$ cat config.mk
export PLATFORM = sky130hd
export DESIGN_NAME = conv_maxpool_flat
export DESIGN_NICKNAME = d
export VERILOG_FILES = /design/src/rtl/conv_maxpool_if.sv /design/src/rtl/conv_maxpool.sv /design/src/flat_wrapper.sv
export SDC_FILE = /design/constraint.sdc
export NUM_CORES = 1
export LEC_CHECK = 0
export CAP_MARGIN = 40
export CORE_AREA = 2 2 162 180
export CTS_CLUSTER_DIAMETER = 60
export CTS_CLUSTER_SIZE = 8
export DETAILED_ROUTE_END_ITERATION = 7
export DIE_AREA = 0 0 164 182
export SLEW_MARGIN = 20
export SYNTH_ARGS = -nofsm -noshare
export SYNTH_HDL_FRONTEND = slang
export SYNTH_SLANG_ARGS = --single-unit
$ cat constraint.sdc
create_clock -name clk -period 4.15 [get_ports clk]
set_input_delay 0.6225 -clock clk [delete_from_list [all_inputs] [get_ports clk]]
set_output_delay 0.6225 -clock clk [all_outputs]
set_load 0.1 [all_outputs]
$ cat src/rtl/conv_maxpool_if.sv
// Request/response bundle for conv_maxpool: start/finish handshake,
// source BRAM port M0 and destination BRAM port M1.
interface conv_maxpool_if;
    logic        start;
    logic        finish;
    logic        M0_R_req;
    logic [31:0] M0_addr;
    logic [31:0] M0_R_data;
    logic [3:0]  M0_W_req;
    logic [31:0] M0_W_data;
    logic        M1_R_req;
    logic [31:0] M1_addr;
    logic [31:0] M1_R_data;
    logic [3:0]  M1_W_req;
    logic [31:0] M1_W_data;

    // The pooling engine masters both BRAM ports.
    modport master (
        input  start, M0_R_data, M1_R_data,
        output finish, M0_R_req, M0_addr, M0_W_req, M0_W_data,
               M1_R_req, M1_addr, M1_W_req, M1_W_data
    );

    // Controller / memory side.
    modport slave (
        output start, M0_R_data, M1_R_data,
        input  finish, M0_R_req, M0_addr, M0_W_req, M0_W_data,
               M1_R_req, M1_addr, M1_W_req, M1_W_data
    );
endinterface

$ cat src/rtl/conv_maxpool.sv
// 2x2 stride-2 signed max pooling over a feature map held in a source BRAM,
// with optional ReLU, writing the pooled map to a destination BRAM.
// Each window takes six cycles: four reads, one drain cycle, one write.
module conv_maxpool #(
    parameter int IMG_W    = 64,
    parameter int IMG_H    = 64,
    parameter int IN_BASE  = 0,
    parameter int OUT_BASE = 0,
    parameter int RELU     = 0
) (
    input logic            clk,
    input logic            rst,
    conv_maxpool_if.master bus
);
    localparam int OW = IMG_W / 2;
    localparam int OH = IMG_H / 2;

    typedef enum logic [2:0] {IDLE, RD, LAST, WR, DONE} state_t;

    state_t      state, state_n;
    logic [1:0]  k, k_n;
    logic [15:0] ox, ox_n, oy, oy_n;
    logic [31:0] max_val, max_n;
    logic [31:0] bigger;
    logic        finish_q, finish_n;
    logic        rreq_q, rreq_n;
    logic [31:0] raddr_q, raddr_n;
    logic [3:0]  wreq_q, wreq_n;
    logic [31:0] waddr_q, waddr_n;
    logic [31:0] wdata_q, wdata_n;
    logic        unused_m1_rdata;

    // Source address of window element kk for output pixel (x, y).
    function automatic logic [31:0] rd_addr(input logic [15:0] x, input logic [15:0] y,
                                            input logic [1:0] kk);
        logic [31:0] row;
        row = 32'({y, 1'b0}) + 32'(kk[1]);
        return 32'(IN_BASE) + row * 32'(IMG_W) + 32'({x, 1'b0}) + 32'(kk[0]);
    endfunction

    // State, counters and all registered bus outputs.
    always_ff @(posedge clk) begin
        if (rst) begin
            state    <= IDLE;
            k        <= '0;
            ox       <= '0;
            oy       <= '0;
            max_val  <= '0;
            finish_q <= 1'b0;
            rreq_q   <= 1'b0;
            raddr_q  <= '0;
            wreq_q   <= '0;
            waddr_q  <= '0;
            wdata_q  <= '0;
        end else begin
            state    <= state_n;
            k        <= k_n;
            ox       <= ox_n;
            oy       <= oy_n;
            max_val  <= max_n;
            finish_q <= finish_n;
            rreq_q   <= rreq_n;
            raddr_q  <= raddr_n;
            wreq_q   <= wreq_n;
            waddr_q  <= waddr_n;
            wdata_q  <= wdata_n;
        end
    end

    // Next-state logic; read data arriving this cycle belongs to element k-1.
    always_comb begin
        state_n  = state;
        k_n      = k;
        ox_n     = ox;
        oy_n     = oy;
        max_n    = max_val;
        finish_n = finish_q;
        rreq_n   = 1'b0;
        raddr_n  = raddr_q;
        wreq_n   = 4'h0;
        waddr_n  = waddr_q;
        wdata_n  = wdata_q;
        bigger   = ($signed(bus.M0_R_data) > $signed(max_val)) ? bus.M0_R_data : max_val;

        case (state)
            IDLE: begin
                if (bus.start) begin
                    state_n  = RD;
                    k_n      = 2'd0;
                    ox_n     = '0;
                    oy_n     = '0;
                    finish_n = 1'b0;
                    rreq_n   = 1'b1;
                    raddr_n  = rd_addr(16'd0, 16'd0, 2'd0);
                end
            end
            RD: begin
                if (k == 2'd1) begin
                    max_n = bus.M0_R_data;
                end else if (k != 2'd0) begin
                    max_n = bigger;
                end
                if (k == 2'd3) begin
                    state_n = LAST;
                end else begin
                    k_n     = k + 2'd1;
                    rreq_n  = 1'b1;
                    raddr_n = rd_addr(ox, oy, k_n);
                end
            end
            LAST: begin
                max_n   = bigger;
                state_n = WR;
                wreq_n  = 4'hF;
                waddr_n = 32'(OUT_BASE) + 32'(oy) * 32'(OW) + 32'(ox);
                wdata_n = (RELU != 0 && bigger[31]) ? 32'h0 : bigger;
            end
            WR: begin
                if (ox == 16'(OW - 1) && oy == 16'(OH - 1)) begin
                    state_n  = DONE;
                    finish_n = 1'b1;
                end else begin
                    if (ox == 16'(OW - 1)) begin
                        ox_n = '0;
                        oy_n = oy + 16'd1;
                    end else begin
                        ox_n = ox + 16'd1;
                    end
                    state_n = RD;
                    k_n     = 2'd0;
                    rreq_n  = 1'b1;
                    raddr_n = rd_addr(ox_n, oy_n, 2'd0);
                end
            end
            DONE: begin
                state_n = IDLE;
            end
            default: begin
                state_n = IDLE;
            end
        endcase
    end

    assign bus.finish    = finish_q;
    assign bus.M0_R_req  = rreq_q;
    assign bus.M0_addr   = raddr_q;
    assign bus.M0_W_req  = 4'h0;
    assign bus.M0_W_data = 32'h0;
    assign bus.M1_R_req  = 1'b0;
    assign bus.M1_addr   = waddr_q;
    assign bus.M1_W_req  = wreq_q;
    assign bus.M1_W_data = wdata_q;

    assign unused_m1_rdata = ^bus.M1_R_data;
endmodule

$ cat src/flat_wrapper.sv
// flat-port wrapper written by rule: the top's interface ports become plain ports
module conv_maxpool_flat 
#(
    parameter int IMG_W    = 64,
    parameter int IMG_H    = 64,
    parameter int IN_BASE  = 0,
    parameter int OUT_BASE = 0,
    parameter int RELU     = 0
)
  (clk, rst, bus_start, bus_M0_R_data, bus_M1_R_data, bus_finish, bus_M0_R_req, bus_M0_addr, bus_M0_W_req, bus_M0_W_data, bus_M1_R_req, bus_M1_addr, bus_M1_W_req, bus_M1_W_data);
  conv_maxpool_if bus_i ();
  input logic clk;
  input logic rst;
  input wire logic [$bits(bus_i.start)-1:0] bus_start;
  input wire logic [$bits(bus_i.M0_R_data)-1:0] bus_M0_R_data;
  input wire logic [$bits(bus_i.M1_R_data)-1:0] bus_M1_R_data;
  output wire logic [$bits(bus_i.finish)-1:0] bus_finish;
  output wire logic [$bits(bus_i.M0_R_req)-1:0] bus_M0_R_req;
  output wire logic [$bits(bus_i.M0_addr)-1:0] bus_M0_addr;
  output wire logic [$bits(bus_i.M0_W_req)-1:0] bus_M0_W_req;
  output wire logic [$bits(bus_i.M0_W_data)-1:0] bus_M0_W_data;
  output wire logic [$bits(bus_i.M1_R_req)-1:0] bus_M1_R_req;
  output wire logic [$bits(bus_i.M1_addr)-1:0] bus_M1_addr;
  output wire logic [$bits(bus_i.M1_W_req)-1:0] bus_M1_W_req;
  output wire logic [$bits(bus_i.M1_W_data)-1:0] bus_M1_W_data;
  assign bus_i.start = bus_start;
  assign bus_i.M0_R_data = bus_M0_R_data;
  assign bus_i.M1_R_data = bus_M1_R_data;
  assign bus_finish = bus_i.finish;
  assign bus_M0_R_req = bus_i.M0_R_req;
  assign bus_M0_addr = bus_i.M0_addr;
  assign bus_M0_W_req = bus_i.M0_W_req;
  assign bus_M0_W_data = bus_i.M0_W_data;
  assign bus_M1_R_req = bus_i.M1_R_req;
  assign bus_M1_addr = bus_i.M1_addr;
  assign bus_M1_W_req = bus_i.M1_W_req;
  assign bus_M1_W_data = bus_i.M1_W_data;
  conv_maxpool #(.IMG_W(IMG_W), .IMG_H(IMG_H), .IN_BASE(IN_BASE), .OUT_BASE(OUT_BASE), .RELU(RELU)) u_core (.clk(clk), .rst(rst), .bus(bus_i));
endmodule
# Word-level counts from Yosys, hierarchy flattened
# Cells that the tools add are included.
# Widths: inputs -> output; s select.
[classes]
add_sub_neg = 8
order_cmp = 1
n_eq_ne = 13
muxes = 35
reduce_logical = 11
[ops]
columns = ["op", "n"]
rows = [
  ["$mux 32", 6],
  ["$mux 16", 9],
  ["$pmux 32 s3", 1],
  ["$pmux 16 s2", 2],
  ["$pmux 32 s2", 1],
  ["$add 16x1->16 const B", 2],
  ["$add 32x1->32", 1],
  ["$add 32x17->32", 1],
  ["$eq 16x5->1 const B", 2],
  ["$gt 32x32->1", 1],
  ["$add 23x17->24", 1],
  ["$add 21x16->22", 1],
  ["$add 17x1->18", 1],
  ["$pmux 3 s4", 1],
  ["$mux 3", 3],
  ["$eq 3x2->1 const B", 2],
  ["$mux 2", 3],
  ["$ne 2x2->1 const B", 3],
  ["$pmux 2 s3", 1],
  ["$reduce_and 3->1", 2],
  ["$reduce_bool 2->1", 3],
  ["$mux 1", 5],
  ["$mux 4", 1],
  ["$ne 2x1->1 const B", 2],
  ["12 further kinds", 13],
]
[totals]
register_bits = 171
in_bits = 67
out_inout_bits = 139
elab_cells = 79

# Logic depth before layout (Yosys ltp)
# Gate-level depths: netlist of the first run.
[depth]
word_depth = 7
ltp_mapped = 16
mapped_depth_nobuf = 15

# Worst setup path after synthesis of the first run
# Ideal clock, no wire load.
[synth_timing]
kind = "register -> register"
startpoint = "register u_core.ox[0]"
endpoint = "register u_core.raddr_q[18] (netlist: u_core.bus.M0_addr[18])"
setup_time_ns = 0.117
t_arrival_ns = 3.419
required_ns = 4.033
slack_ns = 0.613
stages_incl_launch_ff = 16
n_path_buf = 0
synth_period_minus_slack_ns = 3.537
path_cell_list = "dfxtp_1 ha_1 and4_1 nand4_4 nor3_2 nand2_1 xnor2_1 ha_1 o21ai_0 a21boi_0 o221a_2 nor3_1 o21ai_0 a31oi_1 mux2i_1 nand2_1"
[synth_via]
elab_chain_cells = 7
word_cells_on_any_way = 17
cone_classes = "4 x add/sub; 2 x eq/ne; 9 x mux; 2 x reduce/logical"
[synth_lines]
columns = ["item", "line_no", "text"]
rows = [
  ["start: declaration", "conv_maxpool.sv:22", "logic [15:0] ox, ox_n, oy, oy_n;"],
  ["start signal: assignment", "conv_maxpool.sv:58", "ox <= ox_n;"],
  ["$add 16x1->16 or $eq 16x5->1 (tied branches)", "conv_maxpool.sv:127, conv_maxpool.sv:119, conv_maxpool.sv:123", ""],
  ["$mux 16", "conv_maxpool.sv:123", "if (ox == 16'(OW - 1)) begin"],
  ["$mux 16", "conv_maxpool.sv:119", "if (ox == 16'(OW - 1) && oy == 16'(OH - 1)) begin"],
  ["$mux 16", "conv_maxpool.sv:85", "case (state)"],
  ["$add 23x17->24", "conv_maxpool.sv:38", "return 32'(IN_BASE) + row * 32'(IMG_W) + 32'({x, 1'b0}) + 32'(kk[0]);"],
  ["$mux 32", "conv_maxpool.sv:119", ""],
  ["$pmux 32 s3", "conv_maxpool.sv:85", ""],
  ["end signal: assignment", "conv_maxpool.sv:63", "raddr_q <= raddr_n;"],
  ["end: declaration", "conv_maxpool.sv:27", "logic [31:0] raddr_q, raddr_n;"],
]
# Parallel ways exist; a longest one is shown, timed or not. The select of a mux whose other input is x is not followed.
# A chain may end at the register's enable or synchronous reset.

# Final worst setup path of the first run
[layout_timing]
startpoint = "register u_core.ox[1]"
endpoint = "register u_core.raddr_q[17] (netlist: u_core.bus.M0_addr[17])"
# The elaborated chain is that of the path after synthesis.

==> results of run 1 <==
cell type report:
cell class | instances | area, sq um | area share
multi-input cells | 931 | 5960 | 0.437
repair buffers | 267 | 3400 | 0.249
clock inverters | 15 | 178 | 0.0130
flip-flops and latches | 150 | 3000 | 0.220
well taps | 368 | 460 | 0.0337
inverters | 59 | 221 | 0.0162
clock buffers | 17 | 425 | 0.0312
registers in the layout, summed over array words and instances (netlist names), 2 cells and up:
signal                flops
u_core.bus.M1_W_data     32
u_core.k                  2
u_core.bus.M1_addr       22
u_core.max_val           32
u_core.state              3
u_core.oy                16
u_core.ox                16
u_core.bus.M0_addr       24
routing by layer:
metal | vias up | part of all wire
met5 | - | 0
met1 | 4382 | 0.44
met4 | 0 | 0.021
li1 | 4576 | -
met3 | 39 | 0.044
met2 | 254 | 0.50
logic make-up (layout without fill, tap and decap cells):
kind of cell / after synthesis / count (layout) / share of synthesized area
compound gates: 287 / 287 / 0.183
xor+xnor: 50 / 50 / 0.0454
fa+ha+maj: 72 / 72 / 0.0957
buf+inv: 180 / 358 / 0.0962
flops: 150 / 150 / 0.311
mux: 68 / 68 / 0.0709
other cells: 1 / 55 / 0.000389
simple gates: 399 / 399 / 0.197
cells in the final DEF (no fill, tap or decap), drive strengths merged, types with 41 or more instances in the layout:
cell type / synthesis / routed
clkdlybuf4s50: 0 / 117
o21ai: 77 / 77
nor2: 96 / 96
a21oi: 107 / 107
mux2i: 68 / 68
xnor2: 41 / 41
dfxtp: 150 / 150
conb: 1 / 55
buf: 74 / 150
nand2: 147 / 147
inv: 59 / 67
ha: 69 / 69
path summary, 6_finish.rpt:
check	start	end	slack, ns	cells past startpoint
min reg2reg	u_core.bus.M0_addr[8]	u_core.bus.M0_addr[8]	0.45	2
min	u_core.bus.M0_addr[8]	u_core.bus.M0_addr[8]	0.45	2
max reg2reg	u_core.ox[1]	u_core.bus.M0_addr[17]	0.35	18
max	u_core.ox[1]	u_core.bus.M0_addr[17]	0.35	18
Yosys cell counts (20+ instances only):
master      n
a21oi_1   106
a22oi_1    20
buf_4      64
clkbuf_1   47
dfxtp_1   150
ha_1       69
inv_1      59
mux2i_1    67
nand2_1   147
nand3_1    33
nor2_1     96
nor3_1     31
o21ai_0    73
xnor2_1    41
power groups by stage:
stage	registers (mW)	logic (mW)	clock network, mW
6_report	1.49	0.734	1.56
5_1_grt	1.49	0.779	1.66
4_1_cts	1.49	0.737	1.60
3_5_place_dp	1.52	0.734	0
3_3_place_gp	1.52	0.670	0
2_1_floorplan	1.59	0.488	0
critical path, delay by kind of cell, from the launching register on:
kind,cells,cell delay (ns)
muxes,1,0.23
buffers and inverters,4,0.48
DFF,1,0.34
adders and majority gates,3,0.75
and+or+nand+nor,3,0.76
AOI/OAI and AO/OA,5,0.95
xor gates and xnor gates,2,0.17
what timing repair did:
action / 4_1_cts / 5_1_grt
endpoints found under the setup margin: 0 / 4
hold buffers: 0 / 0
hold endpoints to repair: 0 / 0
gates resized for setup: 0 / 5
buffers inserted: 0 / 1
==> summary.txt, run 1 <==
Global route
  • Gr busiest metal: met2
  • Largest net degree at the start of global routing: 111
  • Antenna violations before repair: 0
  • GR Util met3: 0.0329
  • Wire length of the first global-routing pass: 45700 microns
  • GR Util met2: 0.341
  • Total gr overflow: 0
  • Vias in the first global route: 8796
  • Global Route Usage Sum: 0.193
  • Met1 Use GR: 0.238

Route
  • Initial DRT Pass Iterations: 5
  • Initial DRC count: 498
  • Detail Route Antenna Nets: 0
  • Vias: 9251
  • Routed vias/inst: 5.12
  • DRC viols: 0
  • Wirelength per Cell: 15.9 microns
  • Total wire length: 28700 microns

Critical path
  • Crit path max fanout: 4
  • Slowest-stage cell, CP: fa_1
  • CP Launch Type: register
  • CP arrival: 4.10 ns
  • Crit path kind: reg2reg
  • CP Capture Type: register
  • Most common cell on crit path: buf_4
  • Crit-path cells: ha_1, and4_2, and4_2, buf_4, xnor2_1, ha_1, inv_1, fa_1, nor2b_1, o21ai_0, buf_4, a21o_1, a21oi_1, a311o_1, buf_4, xnor2_1, mux2i_1, o21ai_0
  • Worst endpoint required time: 4.45 ns
  • Crit path largest cell delay: 0.38 ns

Timing
  • Worst Max-Slew Pin Slew: 0.646 ns
  • Max-slew headroom: 0.568
  • Tmin final: 3.80 ns
  • Final-report setup violation count: 0
  • Fin crit share: 0.916
  • Slew Viols, Final: 0
  • Achievable Freq: 0.263 GHz
  • Final Worst Setup Slack: 0.350 ns
  • Final Skew: 0.0169 ns
  • Min Hold Slack: 0.450 ns
  • RSZ-0062 raised after global routing: false
  • Final hold violations: 0
  • Post-route setup TNS: 0 ns

Cells and area
  • Util after Layout: 0.484
  • Final non-filler cell total: 1807
  • Antenna cell count: 0
  • Fill cells: 2675
  • Area grow syn2layout: 41.4%
  • Nets: 1565
  • Layout cells sized above 1: 0.144
  • Post-route cell area: 13600 sq um

Power and ir drop
  • Sequential share of power: 0.393
  • Total power draw: 3.78 mW
  • Cell-internal power: 2.50 mW
  • Power density cells: 277 nW/um^2
  • Leakage power: 5.66 nW
  • Sw Pwr: 1.28 mW
  • Combinational power share: 0.194
  • Maximum vdd drop: 0.000229 V
  • Clk pwr share: 0.412
  • Sw frac: 0.339

Die
  • Initial Utilization: 0.342
  • Row count: 65
  • # IOs: 206
  • Die Y: 182 microns
  • Die area: 29800 sq um
  • Chip Width: 164 microns
  • Core area: 28200 sq um

Clock network
  • Clk root buf: clkbuf_16
  • Num CTS Buffers: 17
  • Clk_lat worst skew: 0.43 ns
  • CTS tree: done
  • Clk sink count: 150
  • Clock slew seen by the registers of the worst setup and hold paths: 0.07 ns
  • Clock buffer depth: 2
  • H-tree levels: 4

Placement
  • Routability cong.: 0.904
  • Buffers on Ports: 118
  • Pre-CTS WS: 0.210 ns
  • Placed Instances: 1774
  • Detailed placer's ending HPWL: 21600 microns
  • Dpl cell area: 13000 sq um

Synth
  • Post-Synthesis Cells: 1207
  • YS warnings: 0
  • Post-Syn Area per Cell: 7.99 sq um
  • Synthesized cell area: 9650 sq um
  • Seq cells post-synth: 150
  • Top post-synthesis cells by area: dfxtp_1 (31%), ha_1 (8.9%), mux2i_1 (7.0%)
  • Seq/Total Area, Yosys: 0.311
  • Post-synth EDFFs: 0
  • Yosys top cell by area: dfxtp_1
  • Distinct cell type count after synthesis: 68
  • Asr flop ratio synth: 0
  • Predominant post-synthesis flop cell: dfxtp_1
  • Synth top area share: 0.311

Worst hold path
  • Hold Crit Class: reg2reg

Status
  • Status: finished, final reports clean

Flow run
  • MaxCap Viol Count: 0
(Power assumes the default switching activity.)
==> run 2, diff against run 1 <==
--- a/config.mk
+++ b/config.mk
@@ -11,7 +11,7 @@
 export CTS_CLUSTER_SIZE = 8
 export DETAILED_ROUTE_END_ITERATION = 7
 export DIE_AREA = 0 0 164 182
-export SLEW_MARGIN = 20
+export SLEW_MARGIN = 0
 export SYNTH_ARGS = -nofsm -noshare
 export SYNTH_HDL_FRONTEND = slang
 export SYNTH_SLANG_ARGS = --single-unit
==> results of run 2 <==
The final DEF is identical to that of run 1; final timing and power are the same.
